[src/rtl/cpu_pkg.sv]
// Shared definitions for the SimpleRISC-style control path.
// Holds the 5-bit opcode map, the aluSel unit codes, the sequencer state
// encoding and the one-hot ALU operation bundle used by the decoder and the
// control unit. Also provides a helper that says which opcodes write back
// into the register file.
package cpu_pkg;

    localparam logic [4:0] OP_ADD  = 5'b00000;
    localparam logic [4:0] OP_SUB  = 5'b00001;
    localparam logic [4:0] OP_MUL  = 5'b00010;
    localparam logic [4:0] OP_DIV  = 5'b00011;
    localparam logic [4:0] OP_MOD  = 5'b00100;
    localparam logic [4:0] OP_CMP  = 5'b00101;
    localparam logic [4:0] OP_AND  = 5'b00110;
    localparam logic [4:0] OP_OR   = 5'b00111;
    localparam logic [4:0] OP_NOT  = 5'b01000;
    localparam logic [4:0] OP_MOV  = 5'b01001;
    localparam logic [4:0] OP_LSL  = 5'b01010;
    localparam logic [4:0] OP_LSR  = 5'b01011;
    localparam logic [4:0] OP_ASR  = 5'b01100;
    localparam logic [4:0] OP_NOP  = 5'b01101;
    localparam logic [4:0] OP_LD   = 5'b01110;
    localparam logic [4:0] OP_ST   = 5'b01111;
    localparam logic [4:0] OP_BEQ  = 5'b10000;
    localparam logic [4:0] OP_BGT  = 5'b10001;
    localparam logic [4:0] OP_B    = 5'b10010;
    localparam logic [4:0] OP_CALL = 5'b10011;
    localparam logic [4:0] OP_RET  = 5'b10100;
    localparam logic [4:0] OP_HLT  = 5'b11111;

    localparam logic [2:0] ALU_SEL_ADD   = 3'd0;
    localparam logic [2:0] ALU_SEL_MUL   = 3'd1;
    localparam logic [2:0] ALU_SEL_DIV   = 3'd2;
    localparam logic [2:0] ALU_SEL_SHIFT = 3'd3;
    localparam logic [2:0] ALU_SEL_LOGIC = 3'd4;
    localparam logic [2:0] ALU_SEL_MOV   = 3'd5;
    localparam logic [2:0] ALU_SEL_NONE  = 3'd7;

    typedef enum logic [2:0] {
        ST_IDLE      = 3'd0,
        ST_FETCH     = 3'd1,
        ST_DECODE    = 3'd2,
        ST_OPFETCH   = 3'd3,
        ST_EXECUTE   = 3'd4,
        ST_WRITEBACK = 3'd5,
        ST_HALT      = 3'd6
    } state_e;

    typedef struct packed {
        logic is_add;
        logic is_sub;
        logic is_mul;
        logic is_div;
        logic is_mod;
        logic is_cmp;
        logic is_and;
        logic is_or;
        logic is_not;
        logic is_mov;
        logic is_lsl;
        logic is_lsr;
        logic is_asr;
    } alu_onehot_t;

    // Arithmetic/logic results (all except cmp), loads and the return
    // address of a call are the only things written to the register file.
    function automatic logic writes_register(input logic [4:0] op);
        logic wr;
        wr = 1'b0;
        if (op <= OP_ASR && op != OP_CMP) begin
            wr = 1'b1;
        end
        if (op == OP_LD || op == OP_CALL) begin
            wr = 1'b1;
        end
        return wr;
    endfunction

endpackage

[src/rtl/control_unit_alu_op_decoder.sv]
// Combinational opcode-to-ALU decoder.
// Ports:
//   opcode  in  5  opcode of the decoded instruction
//   one_hot out 13 one-hot ALU operation (all zero for non-ALU opcodes)
//   alu_sel out 3  ALU unit select, ALU_SEL_NONE when no unit is used
// Loads and stores reuse the adder for address generation, so they decode
// as an add. Branches, nop, hlt and unassigned codes select no unit.
module alu_op_decoder
    import cpu_pkg::*;
(
    input  logic [4:0]  opcode,
    output alu_onehot_t one_hot,
    output logic [2:0]  alu_sel
);

    always_comb begin
        one_hot = '0;
        alu_sel = ALU_SEL_NONE;
        case (opcode)
            OP_ADD, OP_LD, OP_ST: begin
                one_hot.is_add = 1'b1;
                alu_sel        = ALU_SEL_ADD;
            end
            OP_SUB: begin
                one_hot.is_sub = 1'b1;
                alu_sel        = ALU_SEL_ADD;
            end
            OP_CMP: begin
                one_hot.is_cmp = 1'b1;
                alu_sel        = ALU_SEL_ADD;
            end
            OP_MUL: begin
                one_hot.is_mul = 1'b1;
                alu_sel        = ALU_SEL_MUL;
            end
            OP_DIV: begin
                one_hot.is_div = 1'b1;
                alu_sel        = ALU_SEL_DIV;
            end
            OP_MOD: begin
                one_hot.is_mod = 1'b1;
                alu_sel        = ALU_SEL_DIV;
            end
            OP_LSL: begin
                one_hot.is_lsl = 1'b1;
                alu_sel        = ALU_SEL_SHIFT;
            end
            OP_LSR: begin
                one_hot.is_lsr = 1'b1;
                alu_sel        = ALU_SEL_SHIFT;
            end
            OP_ASR: begin
                one_hot.is_asr = 1'b1;
                alu_sel        = ALU_SEL_SHIFT;
            end
            OP_AND: begin
                one_hot.is_and = 1'b1;
                alu_sel        = ALU_SEL_LOGIC;
            end
            OP_OR: begin
                one_hot.is_or = 1'b1;
                alu_sel       = ALU_SEL_LOGIC;
            end
            OP_NOT: begin
                one_hot.is_not = 1'b1;
                alu_sel        = ALU_SEL_LOGIC;
            end
            OP_MOV: begin
                one_hot.is_mov = 1'b1;
                alu_sel        = ALU_SEL_MOV;
            end
            default: begin
                one_hot = '0;
                alu_sel = ALU_SEL_NONE;
            end
        endcase
    end

endmodule

[src/rtl/control_unit.sv]
// Multi-cycle sequencer for the SimpleRISC-style core.
// Steps every instruction through FETCH, DECODE, OPFETCH, EXECUTE and
// WRITEBACK, driving the datapath load/clear strobes, the one-hot ALU
// operation, the flag write and the branch-taken decision.
// Ports:
//   clk, rst_n            clock (rising edge), asynchronous active-low reset
//   start                 leaves IDLE when high, ignored elsewhere
//   flagE, flagGt         registered compare flags
//   opcode                opcode of the decoded instruction
//   iOrReg, modifier      not used by this block
//   aluSel, isAdd..isAsr  ALU unit select and one-hot operation (EXECUTE only)
//   ld*/clr*/rst*/wr*     datapath register strobes
//   isSt, isRet           operand-fetch / next-PC selects
//   isBranchTaken         next-PC select, valid in WRITEBACK
// IDLE doubles as the reset state, so holding rst_n low keeps every
// datapath register cleared.
module control_unit
    import cpu_pkg::*;
(
    input  logic       clk,
    input  logic       rst_n,
    input  logic       start,
    input  logic       flagE,
    input  logic       flagGt,
    input  logic [4:0] opcode,
    input  logic       iOrReg,
    input  logic [1:0] modifier,
    output logic [2:0] aluSel,
    output logic       isAdd,
    output logic       isSub,
    output logic       isMul,
    output logic       isDiv,
    output logic       isMod,
    output logic       isCmp,
    output logic       isAnd,
    output logic       isOr,
    output logic       isNot,
    output logic       isMov,
    output logic       isLsl,
    output logic       isLsr,
    output logic       isAsr,
    output logic       ldResult,
    output logic       clrResult,
    output logic       wrFlag,
    output logic       rstFlag,
    output logic       ldPC,
    output logic       clrPC,
    output logic       ldNPC,
    output logic       clrNPC,
    output logic       ldInst,
    output logic       clrInst,
    output logic       ldDecodeInst,
    output logic       clrDecodeInst,
    output logic       ldBrnchTarget,
    output logic       clrBrnchTarget,
    output logic       ldRegOutputData,
    output logic       clrOutputRegData,
    output logic       rstRegFile,
    output logic       wrRegister,
    output logic       isSt,
    output logic       isRet,
    output logic       isBranchTaken
);

    state_e      state_q;
    state_e      state_d;
    alu_onehot_t dec_one_hot;
    logic [2:0]  dec_alu_sel;
    alu_onehot_t exec_one_hot;
    logic        unused_inputs;

    // iOrReg and modifier are routed past this block to the ALU/decoder.
    assign unused_inputs = iOrReg ^ (^modifier);

    alu_op_decoder u_alu_op_decoder (
        .opcode  (opcode),
        .one_hot (dec_one_hot),
        .alu_sel (dec_alu_sel)
    );

    always_ff @(posedge clk or negedge rst_n) begin
        if (!rst_n) begin
            state_q <= ST_IDLE;
        end else begin
            state_q <= state_d;
        end
    end

    always_comb begin
        state_d          = state_q;
        exec_one_hot     = '0;
        aluSel           = ALU_SEL_NONE;
        ldResult         = 1'b0;
        clrResult        = 1'b0;
        wrFlag           = 1'b0;
        rstFlag          = 1'b0;
        ldPC             = 1'b0;
        clrPC            = 1'b0;
        ldNPC            = 1'b0;
        clrNPC           = 1'b0;
        ldInst           = 1'b0;
        clrInst          = 1'b0;
        ldDecodeInst     = 1'b0;
        clrDecodeInst    = 1'b0;
        ldBrnchTarget    = 1'b0;
        clrBrnchTarget   = 1'b0;
        ldRegOutputData  = 1'b0;
        clrOutputRegData = 1'b0;
        rstRegFile       = 1'b0;
        wrRegister       = 1'b0;
        isSt             = 1'b0;
        isRet            = 1'b0;
        isBranchTaken    = 1'b0;

        case (state_q)
            ST_IDLE: begin
                clrPC            = 1'b1;
                clrNPC           = 1'b1;
                clrInst          = 1'b1;
                clrDecodeInst    = 1'b1;
                clrBrnchTarget   = 1'b1;
                clrResult        = 1'b1;
                clrOutputRegData = 1'b1;
                rstRegFile       = 1'b1;
                rstFlag          = 1'b1;
                if (start) begin
                    state_d = ST_FETCH;
                end
            end
            ST_FETCH: begin
                ldInst  = 1'b1;
                ldNPC   = 1'b1;
                state_d = ST_DECODE;
            end
            ST_DECODE: begin
                ldDecodeInst  = 1'b1;
                ldBrnchTarget = 1'b1;
                state_d       = ST_OPFETCH;
            end
            ST_OPFETCH: begin
                ldRegOutputData = 1'b1;
                state_d         = ST_EXECUTE;
            end
            ST_EXECUTE: begin
                exec_one_hot = dec_one_hot;
                aluSel       = dec_alu_sel;
                // Any opcode that uses an ALU unit captures a result.
                ldResult     = |dec_one_hot;
                wrFlag       = (opcode == OP_CMP);
                state_d      = (opcode == OP_HLT) ? ST_HALT : ST_WRITEBACK;
            end
            ST_WRITEBACK: begin
                ldPC          = 1'b1;
                wrRegister    = writes_register(opcode);
                isBranchTaken = (opcode == OP_B) || (opcode == OP_CALL) ||
                                (opcode == OP_RET) ||
                                ((opcode == OP_BEQ) && flagE) ||
                                ((opcode == OP_BGT) && flagGt);
                state_d       = ST_FETCH;
            end
            ST_HALT: begin
                state_d = ST_HALT;
            end
            default: begin
                state_d = ST_IDLE;
            end
        endcase

        // Operand-fetch and next-PC selects follow the opcode throughout an
        // instruction but stay quiet while idle or halted.
        if (state_q inside {ST_FETCH, ST_DECODE, ST_OPFETCH, ST_EXECUTE, ST_WRITEBACK}) begin
            isSt  = (opcode == OP_ST);
            isRet = (opcode == OP_RET);
        end
    end

    assign isAdd = exec_one_hot.is_add;
    assign isSub = exec_one_hot.is_sub;
    assign isMul = exec_one_hot.is_mul;
    assign isDiv = exec_one_hot.is_div;
    assign isMod = exec_one_hot.is_mod;
    assign isCmp = exec_one_hot.is_cmp;
    assign isAnd = exec_one_hot.is_and;
    assign isOr  = exec_one_hot.is_or;
    assign isNot = exec_one_hot.is_not;
    assign isMov = exec_one_hot.is_mov;
    assign isLsl = exec_one_hot.is_lsl;
    assign isLsr = exec_one_hot.is_lsr;
    assign isAsr = exec_one_hot.is_asr;

endmodule

[config.mk]
export PLATFORM = sky130hd
export DESIGN_NAME = control_unit
export DESIGN_NICKNAME = d
export VERILOG_FILES = /design/src/rtl/cpu_pkg.sv /design/src/rtl/control_unit_alu_op_decoder.sv /design/src/rtl/control_unit.sv
export SDC_FILE = /design/constraint.sdc
export NUM_CORES = 1
export LEC_CHECK = 0
export ABC_AREA = 1
export CAP_MARGIN = 15
export CORE_AREA = 2 2 46 48
export CTS_BUF_LIST = sky130_fd_sc_hd__clkbuf_4 sky130_fd_sc_hd__clkbuf_8
export DETAILED_ROUTE_END_ITERATION = 8
export DIE_AREA = 0 0 48 50
export PLACE_DENSITY_LB_ADDON = 0.25
export RECOVER_POWER = 50
export SYNTH_ARGS = -nofsm -noshare
export SYNTH_HDL_FRONTEND = slang
export SYNTH_SLANG_ARGS = --single-unit
[constraint.sdc]
create_clock -name clk -period 1.9 [get_ports clk]
set_clock_uncertainty 0.2 [all_clocks]
set_input_delay 0.19 -clock clk [delete_from_list [all_inputs] [get_ports clk]]
set_output_delay 0.19 -clock clk [all_outputs]
set_load 0.02 [all_outputs]
==> impl_metrics.toml <==
[route]
wirelength_um = 2310
wire_per_inst_um = 11.55
ant_nets = 0
num_vias = 940
viasPerCell = 4.700
wl_met2_um = 1219
drcViolationCount = 0
drtIter0Drc = 8
route.met3.wl_um = 134
dr.pass1.iters = 4
wl_met1_um = 943
top_layer = "met4"

[yosys]
yosys-top-cells-area = "buf_4, dfrtp_1, nor2_1"
yosys.cell_types.count = 28
syn_area_per_cell_um2 = 6.302
synth.largest_area_cell = "buf_4"
yosys.area_share.simple_pct = 55.42
synthesis.nets = 123
ys_top_cells_by_count = "nor2_1, inv_1, nand2_1"
yosys.area_share.xor_xnor_pct = 0
synth_top_family_by_area = "simple AND/OR/NAND/NOR gates"
async_reset_ff_share_pct = 100.0
synth_most_common_cell = "nor2_1"
synth_mux_area_share_pct = 0
synthAdderAreaFrac_pct = 0
synth_seq_cells = 3
yosys_warnings = 0
ys_seq_area_share_pct = 10.83
synth_compound_area_share_pct = 9.747
synthCells = 110
yosys.area.top_type_share_pct = 11.91
synth_edf_count = 0
syn_area_um2 = 693.2
ys.flop_type = "dfrtp_1"

[floorplan]
die-height_um = 50
initial_utilization_pct = 36.45
design.core.area_um2 = 1902
num_rows = 16
die_area_um2 = 2400
die_x_um = 48
ioPinCount = 50

[pwr]
net-switching-power_uw = 630.3
combPwrFrac_pct = 78.1
switching_share_pct = 54.52
intPower_uw = 525.9
total_power_uw = 1156
p_leak_uw = 0.0006157
power-per-cell-area_nw_per_um2 = 960.6
power_frac_seq_pct = 11.2
clkPwrFrac_pct = 10.7
vdd_ir_drop_max_v = 0.0005679

[sta]
slew_violations = 0
hold_violations = 0
relSlewSlack_pct = 78.29
tightest_slew_ns = 0.3257
setup_viol = 0
timing.final.crit_period_ns = 1.834
fin_tns_setup_ns = 0
finalCritPeriodShare_pct = 96.51
max_freq_mhz = 545.4
grt_setup_unrepaired = "true"

[clocking]
clk_path_buf_depth = 2
cts.htree.levels = 1
clkSinkCount = 3
cts_root_buf = "clkbuf_4"
clk_latency_ns = 0.23
clkSlewWorstSetupHoldPaths_ns = 0.04
numCtsBuffers = 3
cts_tree = "yes"

[worst_setup_path]
crit_type = "flip-flop to output pin"
cp_top_family = "simple AND/OR/NAND/NOR gates"
required_ns = 1.51
slowest_delay_ns = 0.40
crit_slowest_cell = "dfrtp_1"
cp_max_fo = 4
cp.arrival_ns = 1.44
crit_path_end_kind = "output pin"
cp_cell_sequence = "nor2_1 -> nand2_1 -> o21ai_1 -> nor4_1 -> buf_2"
critical_path_buf_inv_count = 1
cp-start-kind = "flip-flop"

[min_path]
hold_class = "input port to flip-flop"

[cells_and_area]
layout.nets = 187
antenna_cells = 0
utilization_pct = 63.29
reg.largest.list = "state_q (3)"
syn2layout_area_growth_pct = 73.65
largest_register_ffs = 3
top_register = "state_q"
layout-drive-gt1-share_pct = 43.93

[grt]
track_usage_pct = 20.03
grt_max_degree = 12
grt_pass1_wl_um = 3650
gr-total-overflow = 0
antenna_found_initial = 0
grt_pass1_vias = 922

[place]
place.gp.congestion = 0.9000
port_buffers = 46
dpl.hpwl_um = 1763

[run]
maxCapViolCount = 0

[status]
status = "finished, final reports clean"
==> power by group through the flow <==
| stage | clock, uW | sequential (uW) | combinational [uW] |
|---|---|---|---|
| final | 124 | 129 | 903 |
| after global routing | 134 | 134 | 977 |
| after CTS | 129 | 127 | 931 |
| after detailed placement | 0 | 122 | 1050 |
| after global placement | 0 | 125 | 1030 |
| after floorplan | 0 | 119 | 662 |
==> final timing paths <==
kind	cells after the start	to	startpoint	slack (ns)
setup / recovery	5	isSt	state_q[2]	0.07
hold / removal	4	state_q[1]	opcode[4]	0.27
setup reg to reg	6	state_q[0]	state_q[0]	0.56
hold reg to reg	1	state_q[2]	state_q[0]	0.33
max in group asynchronous	2	state_q[0]	rst_n	0.79
min in group asynchronous	2	state_q[2]	rst_n	0.56
==> cells in the final DEF (no fill, tap or decap), drive strengths merged, types with 2 or more instances in the layout <==
cell,synthesis,layout
nand2,17,17
nand3,9,9
nand4,2,2
clkdlybuf4s50,0,3
dlygate4sd3,0,2
clkbuf,0,19
dlymetal6s2s,0,2
nand3b,3,3
dfrtp,3,3
dlygate4sd2,0,7
nor4,3,3
nor3,7,7
a21oi,4,4
inv,15,15
buf,14,39
clkdlybuf4s15,0,5
o21ai,4,4
nor2,26,26
==> area by class of cell <==
cell class / count / area, um^2
timing repair buffer: 73 / 521.8
sequential: 3 / 75.07
fill: 201 / 698.2
tap: 27 / 33.78
multi-input combinational: 78 / 486.7
clock buffer: 4 / 30.03
inverter: 15 / 56.30
==> kinds of logic after synthesis <==
kind of cell    Yosys count
buf+inv                  29
simple gates             68
flops                     3
compound gates           10
==> per-layer routing <==
metal | track usage (%) | vias up
met1 | 23.80 | 427
met3 | 0.7326 | 2
met2 | 36.22 | 36
met4 | 6.306 | 0
li1 | - | 475
met5 | 0 | -
==> metrics by stage <==
step | cells | hold WS, ns | area [um^2] | setup slack (ns)
after floorplan | 110 | -0.3056 | 693.2 | 0.2008
after global placement | 189 | 0.1787 | 1227 | -0.5427
after detailed placement | 189 | 0.1848 | 1227 | -0.5626
after CTS | 197 | 0.3186 | 1235 | -0.007353
after global routing | 200 | 0.2963 | 1204 | -0.05637
final | 200 | 0.2739 | 1204 | 0.06636
==> timing repair <==
| item | 4_1_cts | 5_1_grt |
|---|---|---|
| hold endpoints to repair | 3 | 0 |
| setup buffers | 3 | 2 |
| resized for setup | 103 | 37 |
| gates cloned | 0 | 1 |
| setup endpoints to repair | 37 | 30 |
| hold buffers | 1 | 0 |
| pin swaps | 2 | 2 |
==> worst reg2reg max path, cell delays in order (launching register included) <==
cell,delay (ns)
dfrtp_1,0.41
inv_1,0.10
nand3_2,0.10
buf_4,0.17
a21oi_1,0.17
nor3_2,0.05
nor2_1,0.08
Note: power is estimated with default switching activity, not from simulation.
